**src/rtl/core_types_pkg.sv**
```systemverilog
// rtl/core_types_pkg.sv - pipeline bundle types, memory-stage state and func3 encodings
package core_types_pkg;

  localparam logic [2:0] F3_B  = 3'b000;
  localparam logic [2:0] F3_H  = 3'b001;
  localparam logic [2:0] F3_W  = 3'b010;
  localparam logic [2:0] F3_BU = 3'b100;
  localparam logic [2:0] F3_HU = 3'b101;

  typedef struct packed {
    logic [31:0] rs2;
    logic [4:0]  rd;
    logic [31:0] result;
    logic        Wmem;
    logic        Rmem;
    logic        Wreg;
    logic [2:0]  func3;
  } EXE_out_t;

  typedef struct packed {
    logic [4:0]  rd;
    logic [31:0] wdata;
    logic        Wreg;
  } MEM_out_t;

  typedef enum logic {IDLE = 1'b0, BUSY = 1'b1} mem_state_t;

  // Byte-lane enables for a store; unknown widths enable no lanes.
  function automatic logic [3:0] store_be(input logic [2:0] func3, input logic [1:0] a);
    case (func3)
      F3_B:    store_be = 4'b0001 << a;
      F3_H:    store_be = 4'b0011 << {a[1], 1'b0};
      F3_W:    store_be = 4'b1111;
      default: store_be = 4'b0000;
    endcase
  endfunction

  // Store data replicated across lanes so the strobes alone select placement.
  function automatic logic [31:0] store_wdata(input logic [2:0] func3, input logic [31:0] rs2);
    case (func3)
      F3_B:    store_wdata = {4{rs2[7:0]}};
      F3_H:    store_wdata = {2{rs2[15:0]}};
      default: store_wdata = rs2;
    endcase
  endfunction

endpackage

```
**src/rtl/mem_stage_load_align.sv**
```systemverilog
// rtl/mem_stage_load_align.sv - load lane selection and sign/zero extension
module load_align
  import core_types_pkg::*;
(
  input  logic [31:0] rdata,
  input  logic [1:0]  a,
  input  logic [2:0]  func3,
  output logic [31:0] data
);

  logic [7:0]  byte_sel;
  logic [15:0] half_sel;

  // Pick the addressed byte/halfword; halfwords use only a[1].
  always_comb begin
    byte_sel = rdata[{a, 3'b000} +: 8];
    half_sel = a[1] ? rdata[31:16] : rdata[15:0];
    case (func3)
      F3_B:    data = {{24{byte_sel[7]}}, byte_sel};
      F3_H:    data = {{16{half_sel[15]}}, half_sel};
      F3_W:    data = rdata;
      F3_BU:   data = {24'd0, byte_sel};
      F3_HU:   data = {16'd0, half_sel};
      default: data = 32'd0;
    endcase
  end

endmodule

```
**src/rtl/mem_stage.sv**
```systemverilog
// rtl/mem_stage.sv - memory-access pipeline stage; MEM_MISALIGN_TRAP_EN enables misalignment trapping
module mem_stage
  import core_types_pkg::*;
#(
  parameter int ADDR_W = 32
) (
  input  logic              Clock,
  input  logic              nReset,
  input  EXE_out_t          EXE_out,
  output MEM_out_t          MEM_out,
  output logic              stall,
  output logic              dmem_req,
  output logic              dmem_we,
  output logic [ADDR_W-1:0] dmem_addr,
  output logic [3:0]        dmem_be,
  output logic [31:0]       dmem_wdata,
  input  logic              dmem_ready,
  input  logic [31:0]       dmem_rdata,
  output logic              misalign
);

  mem_state_t state_q, state_d;

  logic [ADDR_W-1:0] lat_addr;
  logic              lat_we;
  logic [3:0]        lat_be;
  logic [31:0]       lat_wdata;
  logic [4:0]        lat_rd;
  logic [2:0]        lat_func3;
  logic              lat_wreg;
  logic [1:0]        lat_a;

  logic              mem_op;
  logic [1:0]        exe_a;
  logic [ADDR_W-1:0] exe_addr;
  logic [3:0]        exe_be;
  logic [31:0]       exe_wdata;
  logic              addr_bad;
  logic              trap_now;
  logic              done;
  logic [1:0]        cur_a;
  logic [2:0]        cur_func3;
  logic [4:0]        cur_rd;
  logic              cur_wreg;
  logic [31:0]       load_data;

  assign mem_op    = EXE_out.Wmem | EXE_out.Rmem;
  assign exe_a     = EXE_out.result[1:0];
  assign exe_addr  = {EXE_out.result[ADDR_W-1:2], 2'b00};
  assign exe_be    = EXE_out.Wmem ? store_be(EXE_out.func3, exe_a) : 4'b1111;
  assign exe_wdata = store_wdata(EXE_out.func3, EXE_out.rs2);

`ifdef MEM_MISALIGN_TRAP_EN
  // Halfwords need a[0]=0, words need a=00.
  always_comb begin
    case (EXE_out.func3)
      F3_H, F3_HU: addr_bad = exe_a[0];
      F3_W:        addr_bad = (exe_a != 2'b00);
      default:     addr_bad = 1'b0;
    endcase
  end
`else
  assign addr_bad = 1'b0;
`endif

  assign trap_now = (state_q == IDLE) && mem_op && addr_bad;

  // In BUSY the bus and completion path run only from the latched copy.
  assign dmem_we    = (state_q == BUSY) ? lat_we    : EXE_out.Wmem;
  assign dmem_addr  = (state_q == BUSY) ? lat_addr  : exe_addr;
  assign dmem_be    = (state_q == BUSY) ? lat_be    : exe_be;
  assign dmem_wdata = (state_q == BUSY) ? lat_wdata : exe_wdata;
  assign cur_a      = (state_q == BUSY) ? lat_a     : exe_a;
  assign cur_func3  = (state_q == BUSY) ? lat_func3 : EXE_out.func3;
  assign cur_rd     = (state_q == BUSY) ? lat_rd    : EXE_out.rd;
  assign cur_wreg   = (state_q == BUSY) ? lat_wreg  : EXE_out.Wreg;

  load_align u_load_align (
    .rdata (dmem_rdata),
    .a     (cur_a),
    .func3 (cur_func3),
    .data  (load_data)
  );

  // State register.
  always_ff @(posedge Clock or negedge nReset) begin
    if (!nReset) state_q <= IDLE;
    else         state_q <= state_d;
  end

  // Next state plus request/stall: a request waits in BUSY until ready.
  always_comb begin
    state_d  = state_q;
    dmem_req = 1'b0;
    stall    = 1'b0;
    done     = 1'b0;
    case (state_q)
      IDLE: begin
        dmem_req = mem_op && !addr_bad;
        stall    = dmem_req && !dmem_ready;
        done     = dmem_req && dmem_ready;
        if (stall) state_d = BUSY;
      end
      BUSY: begin
        dmem_req = 1'b1;
        stall    = !dmem_ready;
        done     = dmem_ready;
        if (dmem_ready) state_d = IDLE;
      end
      default: state_d = IDLE;
    endcase
  end

  // Capture the request when it cannot finish in its issue cycle.
  always_ff @(posedge Clock or negedge nReset) begin
    if (!nReset) begin
      lat_addr  <= '0;
      lat_we    <= 1'b0;
      lat_be    <= 4'd0;
      lat_wdata <= 32'd0;
      lat_rd    <= 5'd0;
      lat_func3 <= 3'd0;
      lat_wreg  <= 1'b0;
      lat_a     <= 2'd0;
    end else if (state_q == IDLE && stall) begin
      lat_addr  <= exe_addr;
      lat_we    <= EXE_out.Wmem;
      lat_be    <= exe_be;
      lat_wdata <= exe_wdata;
      lat_rd    <= EXE_out.rd;
      lat_func3 <= EXE_out.func3;
      lat_wreg  <= EXE_out.Wreg;
      lat_a     <= exe_a;
    end
  end

  // MEM->WB bundle: bubbles while stalled or trapped, load data or store retire on completion.
  always_ff @(posedge Clock or negedge nReset) begin
    if (!nReset) begin
      MEM_out <= '0;
    end else if (stall || trap_now) begin
      MEM_out <= '0;
    end else if (done) begin
      MEM_out.rd    <= cur_rd;
      MEM_out.wdata <= dmem_we ? 32'd0 : load_data;
      MEM_out.Wreg  <= dmem_we ? 1'b0 : cur_wreg;
    end else begin
      MEM_out.rd    <= EXE_out.rd;
      MEM_out.wdata <= EXE_out.result;
      MEM_out.Wreg  <= EXE_out.Wreg;
    end
  end

  // One-cycle flag for a trapped access.
  always_ff @(posedge Clock or negedge nReset) begin
    if (!nReset) misalign <= 1'b0;
    else         misalign <= trap_now;
  end

endmodule

```
**config.mk**
```make
export PLATFORM = sky130hd
export DESIGN_NAME = mem_stage
export DESIGN_NICKNAME = d
export VERILOG_FILES = /design/src/rtl/core_types_pkg.sv /design/src/rtl/mem_stage_load_align.sv /design/src/rtl/mem_stage.sv
export SDC_FILE = /design/constraint.sdc
export NUM_CORES = 1
export LEC_CHECK = 0
export ABC_AREA = 1
export CORE_UTILIZATION = 47
export CTS_CLUSTER_DIAMETER = 150
export DETAILED_ROUTE_END_ITERATION = 6
export PLACE_DENSITY = 0.82
export SLEW_MARGIN = 5
export SYNTH_ARGS = -nofsm -noshare
export SYNTH_HDL_FRONTEND = slang
export SYNTH_SLANG_ARGS = --single-unit
```
**constraint.sdc**
```tcl
create_clock -name Clock -period 2.1 [get_ports Clock]
set_clock_uncertainty 0.2 [all_clocks]
set_input_delay 0.42 -clock Clock [delete_from_list [all_inputs] [get_ports Clock]]
set_output_delay 0.42 -clock Clock [all_outputs]
set_load 0.005 [all_outputs]
```
; Word level (Yosys, flattened, before mapping)
; Index checks and enable logic that the tools add are counted.
[word_totals]
register_bits = 117
inputBits = 110
out_inout_bits = 110
word_cells = 52
[classes]
eq_ne = 6
shifts = 3
muxes = 23
bitwise = 2
reduce_logical = 6
[op_table]
columns = op, count
row1 = 32-bit one-hot mux with 5 select lines, 1
row2 = 32-bit two-way mux, 3
row3 = 38-bit two-way mux, 2
row4 = 32-bit one-hot mux with 2 select lines, 1
row5 = 32-bit by 6-bit variable part select with 8-bit output, 1
row6 = 16-bit two-way mux, 1
row7 = 4-bit one-hot mux with 3 select lines, 1
row8 = 4-bit two-way mux, 2
row9 = 1-bit one-hot mux with 2 select lines, 4
row10 = "3-bit by 1-bit == test with 1-bit output, second input constant", 2
row11 = "3-bit by 2-bit == test with 1-bit output, second input constant", 2
row12 = "3-bit == test, second input constant", 2
row13 = 3-bit zero test, 2
row14 = 1-bit two-way mux, 5
row15 = 5-bit two-way mux, 1
row16 = "1-bit by 2-bit left shift with 4-bit output, first input constant", 1
row17 = "2-bit by 2-bit left shift with 4-bit output, first input constant", 1
row18 = 1-bit logical AND, 3
row19 = 3-bit two-way mux, 1
row20 = 2-bit two-way mux, 1
row21 = 1-bit zero test, 1
row22 = 1-bit NOT, 1
row23 = 1-bit OR, 1

; Longest topological paths before layout
[depth]
word_depth = 6
ltp_mapped = 12
depth_no_buf = 10

; Hierarchy
; Synthesis repeated with hierarchy kept, for this count alone.
[unflattened]
hier_cells = 968
hier_area_um2 = 6746.5
[by_module_without_submodules]
columns = module, instances, cells_per_inst, area_per_inst_um2, seq_area_each_um2
row1 = mem_stage, 1, 761, 5846.9, 2927.8
row2 = load_align, 1, 207, 899.6, 0.0

; Worst setup path before layout
; OpenSTA, ideal clock, no wires.
[synth_path]
path_kind = input-to-output
startpoint = input port EXE_out[0] (netlist bit)
endpoint = output port dmem_wdata[14]
arrival_time_ns = 1.338
required_ns = 1.480
setup_slack_ns = 0.142
stages = 8
path_buffers = 1
cell_sequence = nor2_1 nand2_2 buf_2 o22ai_1 inv_1 o21ai_0 nand2_1 nand2_1
[synth_via]
elab_chain_len = 3
elab_cells_between_ends = 4
classes_between = 1 x eq/ne / 2 x mux / 1 x reduce/logical
[synth_rtl]
columns = item, line_no
row1 = start: declaration, mem_stage.sv:9  ; input EXE_out_t EXE_out,
row2 = 3-bit by 1-bit == test with 1-bit output / 3-bit zero test (equally long branches), core_types_pkg.sv:40  ; case (func3)
row3 = 32-bit one-hot mux with 2 select lines (*), core_types_pkg.sv:40
row4 = 32-bit two-way mux (*), mem_stage.sv:72  ; assign dmem_wdata = (state_q == BUSY) ? lat_wdata : exe_wdata;
row5 = end: declaration, mem_stage.sv:16  ; output logic [31:0] dmem_wdata,
; Every way passes the cells marked *; elsewhere a longest branch is shown, timed or not.

; Final worst setup path
[layout_path]
startpoint = register state_q
endpoint = register MEM_out[11] (netlist bit)
[layout_via]
elab_chain_len = 6
elab_cells_between_ends = 17
classes_between = 4 x eq/ne / 1 x shift / 10 x mux / 1 x bitwise / 1 x reduce/logical
[layout_rtl]
columns = item, line_no
row1 = start: declaration, mem_stage.sv:22  ; mem_state_t state_q, state_d;
row2 = start signal: assignment, mem_stage.sv:88  ; else state_q <= state_d;
row3 = 2-bit two-way mux / 3-bit two-way mux (equally long branches), "mem_stage.sv:73, mem_stage.sv:74"
row4 = 32-bit by 6-bit variable part select with 8-bit output (tied with other cells), mem_stage_load_align.sv:16  ; byte_sel = rdata[{a, 3'b000} +: 8];
row5 = 32-bit one-hot mux with 5 select lines, mem_stage_load_align.sv:18  ; case (func3)
row6 = 32-bit two-way mux, mem_stage.sv:145  ; MEM_out.wdata <= dmem_we ? 32'd0 : load_data;
row7 = 38-bit two-way mux, mem_stage.sv:143  ; end else if (done) begin
row8 = 38-bit two-way mux (*), mem_stage.sv:141  ; end else if (stall || trap_now) begin
row9 = end: declaration, mem_stage.sv:10  ; output MEM_out_t MEM_out,
; Marked as above.
; A chain may end at the register's enable or synchronous reset.

==> metrics.yaml <==
cts_htree_levels: 4
drv_cap: 0
rrSetupSlack_ns: -0.22
layout-drive-gt1-share: 0.387
setup_slack_ns: -0.223
via_per_inst: 5.81
ys_top_cells_by_area: "dfrtp_1 44%, nand2_1 23%, o21ai_0 8.8%"
syn-cell-area_um2: 6680
power_density_nw_per_um2: 685
synth_cells: 985
ioPinCount: 220
first_iter_violations: 1245
synth_ff_type: "dfrtp_1"
critical_path_class: "reg2reg"
numPortBuffers: 216
setup.worst_path.end_class: "flop"
syn_to_final_growth_pct: 85.4
fmax_ghz: 0.430
cpMostUsedCell: "nand2_1"
final_cell_area_um2: 12400
status: "finished, violations left"
yosysTopAreaCell: "dfrtp_1"
setup_violations: 102
drv_slew: 0
wire_per_inst_um: 21.2
wirelength_um: 32700
seq_area_frac_synth: 0.438
grt_pass1_vias: 8106
cts_tree: "done"
clock_latency_ns: 0.41
rows: 43
cts.sinks: 117
start_util: 0.481
tightest_slew_ns: 0.549
synth-edff-count: 0
final_hold_viol_count: 0
start_kind: "flop"
drc_errors: 2
leakage_uw: 0.00650
gp_congestion: 0.957
synth.distinct_cells: 28
clkTransAtPathRegs_ns: 0.06
crit_arrival_ns: 2.48
maxSlewHeadroom: 0.634
cts_buffer_depth: 2
first_pass_iters: 7
grt_usage: 0.368
core_um2: 13900
max_stage_delay_ns: 0.52
synth.top_cell.area_share: 0.438
grt_pass1_wl_um: 41300
irDropWorstVdd_mv: 0.638
worstPathRequired_ns: 2.26
post_dp_cell_area_um2: 9700
cts_buffers: 17
synth.most_common_cell: "nand2_1"
die-area_um2: 14700
yosys_warnings: 0
rsz0062_at_grt: "yes"
period_needed_ns: 2.32
ys_top_cells_by_count: "414 x nand2_1, 118 x o21ai_0, 117 x dfrtp_1"
post-dp-hpwl_um: 15400
antenna_found_initial: 1
grt_overflow_total: 0
vias: 8938
grt_max_degree: 71
postRouteAntennaNets: 0
timing.final.crit_share: 1.11
hold_class: "in2reg"
cts-root-buf: "clkbuf_16"
ys_ff_latch: 117
setup_tns_ns: -12.96
cp_cell_sequence: "buf_8, buf_12, buf_16, nand2_8, nand2_8, buf_6, clkbuf_16, nand2_4, nand2_2, nor2_1, nor2_1, nand2_1, nand2_1, nand2_1"
async_reset_ff_frac: 1.00
nets: 1454
violations: "DRC, setup timing"
cp_slowest_cell: "dfrtp_4"
cp_max_fo: 8
die_h_um: 121
syn-mean-instance-area_um2: 6.78
die_x_um: 121
-- stage by stage --
step	cells	setup WS [ns]	utilization	power (µW)	hold slack, ns
finish	1538	-0.223	0.893	8490	0.232
global route	1538	-0.304	0.893	8760	0.228
CTS	1521	-0.154	0.828	7840	0.218
detailed placement	1424	-0.911	0.699	4760	0.230
global placement	1424	-0.879	0.699	4720	0.227
floorplan	987	0.142	-	3630	-0.0756
-- cells by family (layout without fill, tap and decap cells) --
group	Yosys count	after routing	synth area share
AO/OA/AOI/OAI	155	155	0.122
flip-flops	117	117	0.438
buffers and inverters	169	538	0.112
AND/OR/NAND/NOR	543	544	0.327
other	1	4	0.000561
-- registers in the layout, indices dropped and copies added (netlist names) --
| register | cells |
|---|---|
| MEM_out | 38 |
| lat_a | 2 |
| lat_addr | 30 |
| lat_be | 4 |
| lat_func3 | 3 |
| lat_rd | 5 |
| lat_wdata | 32 |
| lat_we | 1 |
| lat_wreg | 1 |
| state_q | 1 |
-- routing by layer --
metal | vias to the layer above | track usage | routed length [µm]
met1 | 4240 | 0.438 | 11500
met2 | 714 | 0.619 | 15700
met4 | 0 | 0.198 | 2300
met5 | - | 0 | 0
li1 | 3773 | - | -
met3 | 211 | 0.0827 | 3210
-- placed cells by master, fill, tap and decap left out, types with 21 or more instances in the layout --
master           count
clkdlybuf4s50_1    132
buf_12              21
buf_4               90
nor2_1              49
inv_1               86
nand2_2             46
o21ai_0             59
o21ai_2             46
buf_2               65
dfrtp_1            116
buf_6               44
nand2_1            326
nand3_1             21
nand2_4             47
inv_2               21
-- power breakdown --
group	leakage, µW	total, µW	internal (µW)	switching (µW)
logic	0.00474	2840	1340	1500
clock network	0.000266	2820	1690	1130
registers	0.00149	2830	2560	264
total	0.00650	8490	5590	2900
-- path summary, 6_finish.rpt --
| check | startpoint | endpoint | cells past startpoint |
|---|---|---|---|
| setup / recovery | state_q$_DFF_PN0_ | MEM_out[11]$_DFF_PN0_ | 14 |
| hold / removal | EXE_out[1] | lat_func3[1]$_DFFE_PN0P_ | 4 |
| setup reg to reg | state_q$_DFF_PN0_ | MEM_out[11]$_DFF_PN0_ | 14 |
| hold reg to reg | lat_wdata[9]$_DFFE_PN0P_ | lat_wdata[9]$_DFFE_PN0P_ | 2 |
| max in group asynchronous | nReset | lat_be[2]$_DFFE_PN0P_ | 3 |
| min in group asynchronous | nReset | MEM_out[25]$_DFF_PN0_ | 2 |
-- repair_timing --
action	4_1_cts	5_1_grt
setup buffers	49	13
hold buffers	1	0
cloned	16	4
pin swaps	73	74
endpoints found under the hold margin	31	0
resized for setup	563	200
setup endpoints to repair	100	108
-- final cells by class --
type / instances / area (µm²)
Tap cell: 180 / 225
Fill cell: 606 / 1490
Inverter: 112 / 449
Sequential cell: 117 / 2930
Timing Repair inverter: 2 / 46.3
Timing Repair Buffer: 392 / 3970
Clock buffer: 21 / 460
Antenna cell: 1 / 2.50
Multi-Input combinational cell: 702 / 4200
Clock inverter: 11 / 101
-- critical path: cells and delay by family, from the launching register on --
kind                   cells  cell delay, ns
flip-flops                 1            0.52
AND/OR/NAND/NOR            9            0.80
buffers and inverters      5            0.73
No activity file was read; power rests on OpenSTA's default activity.
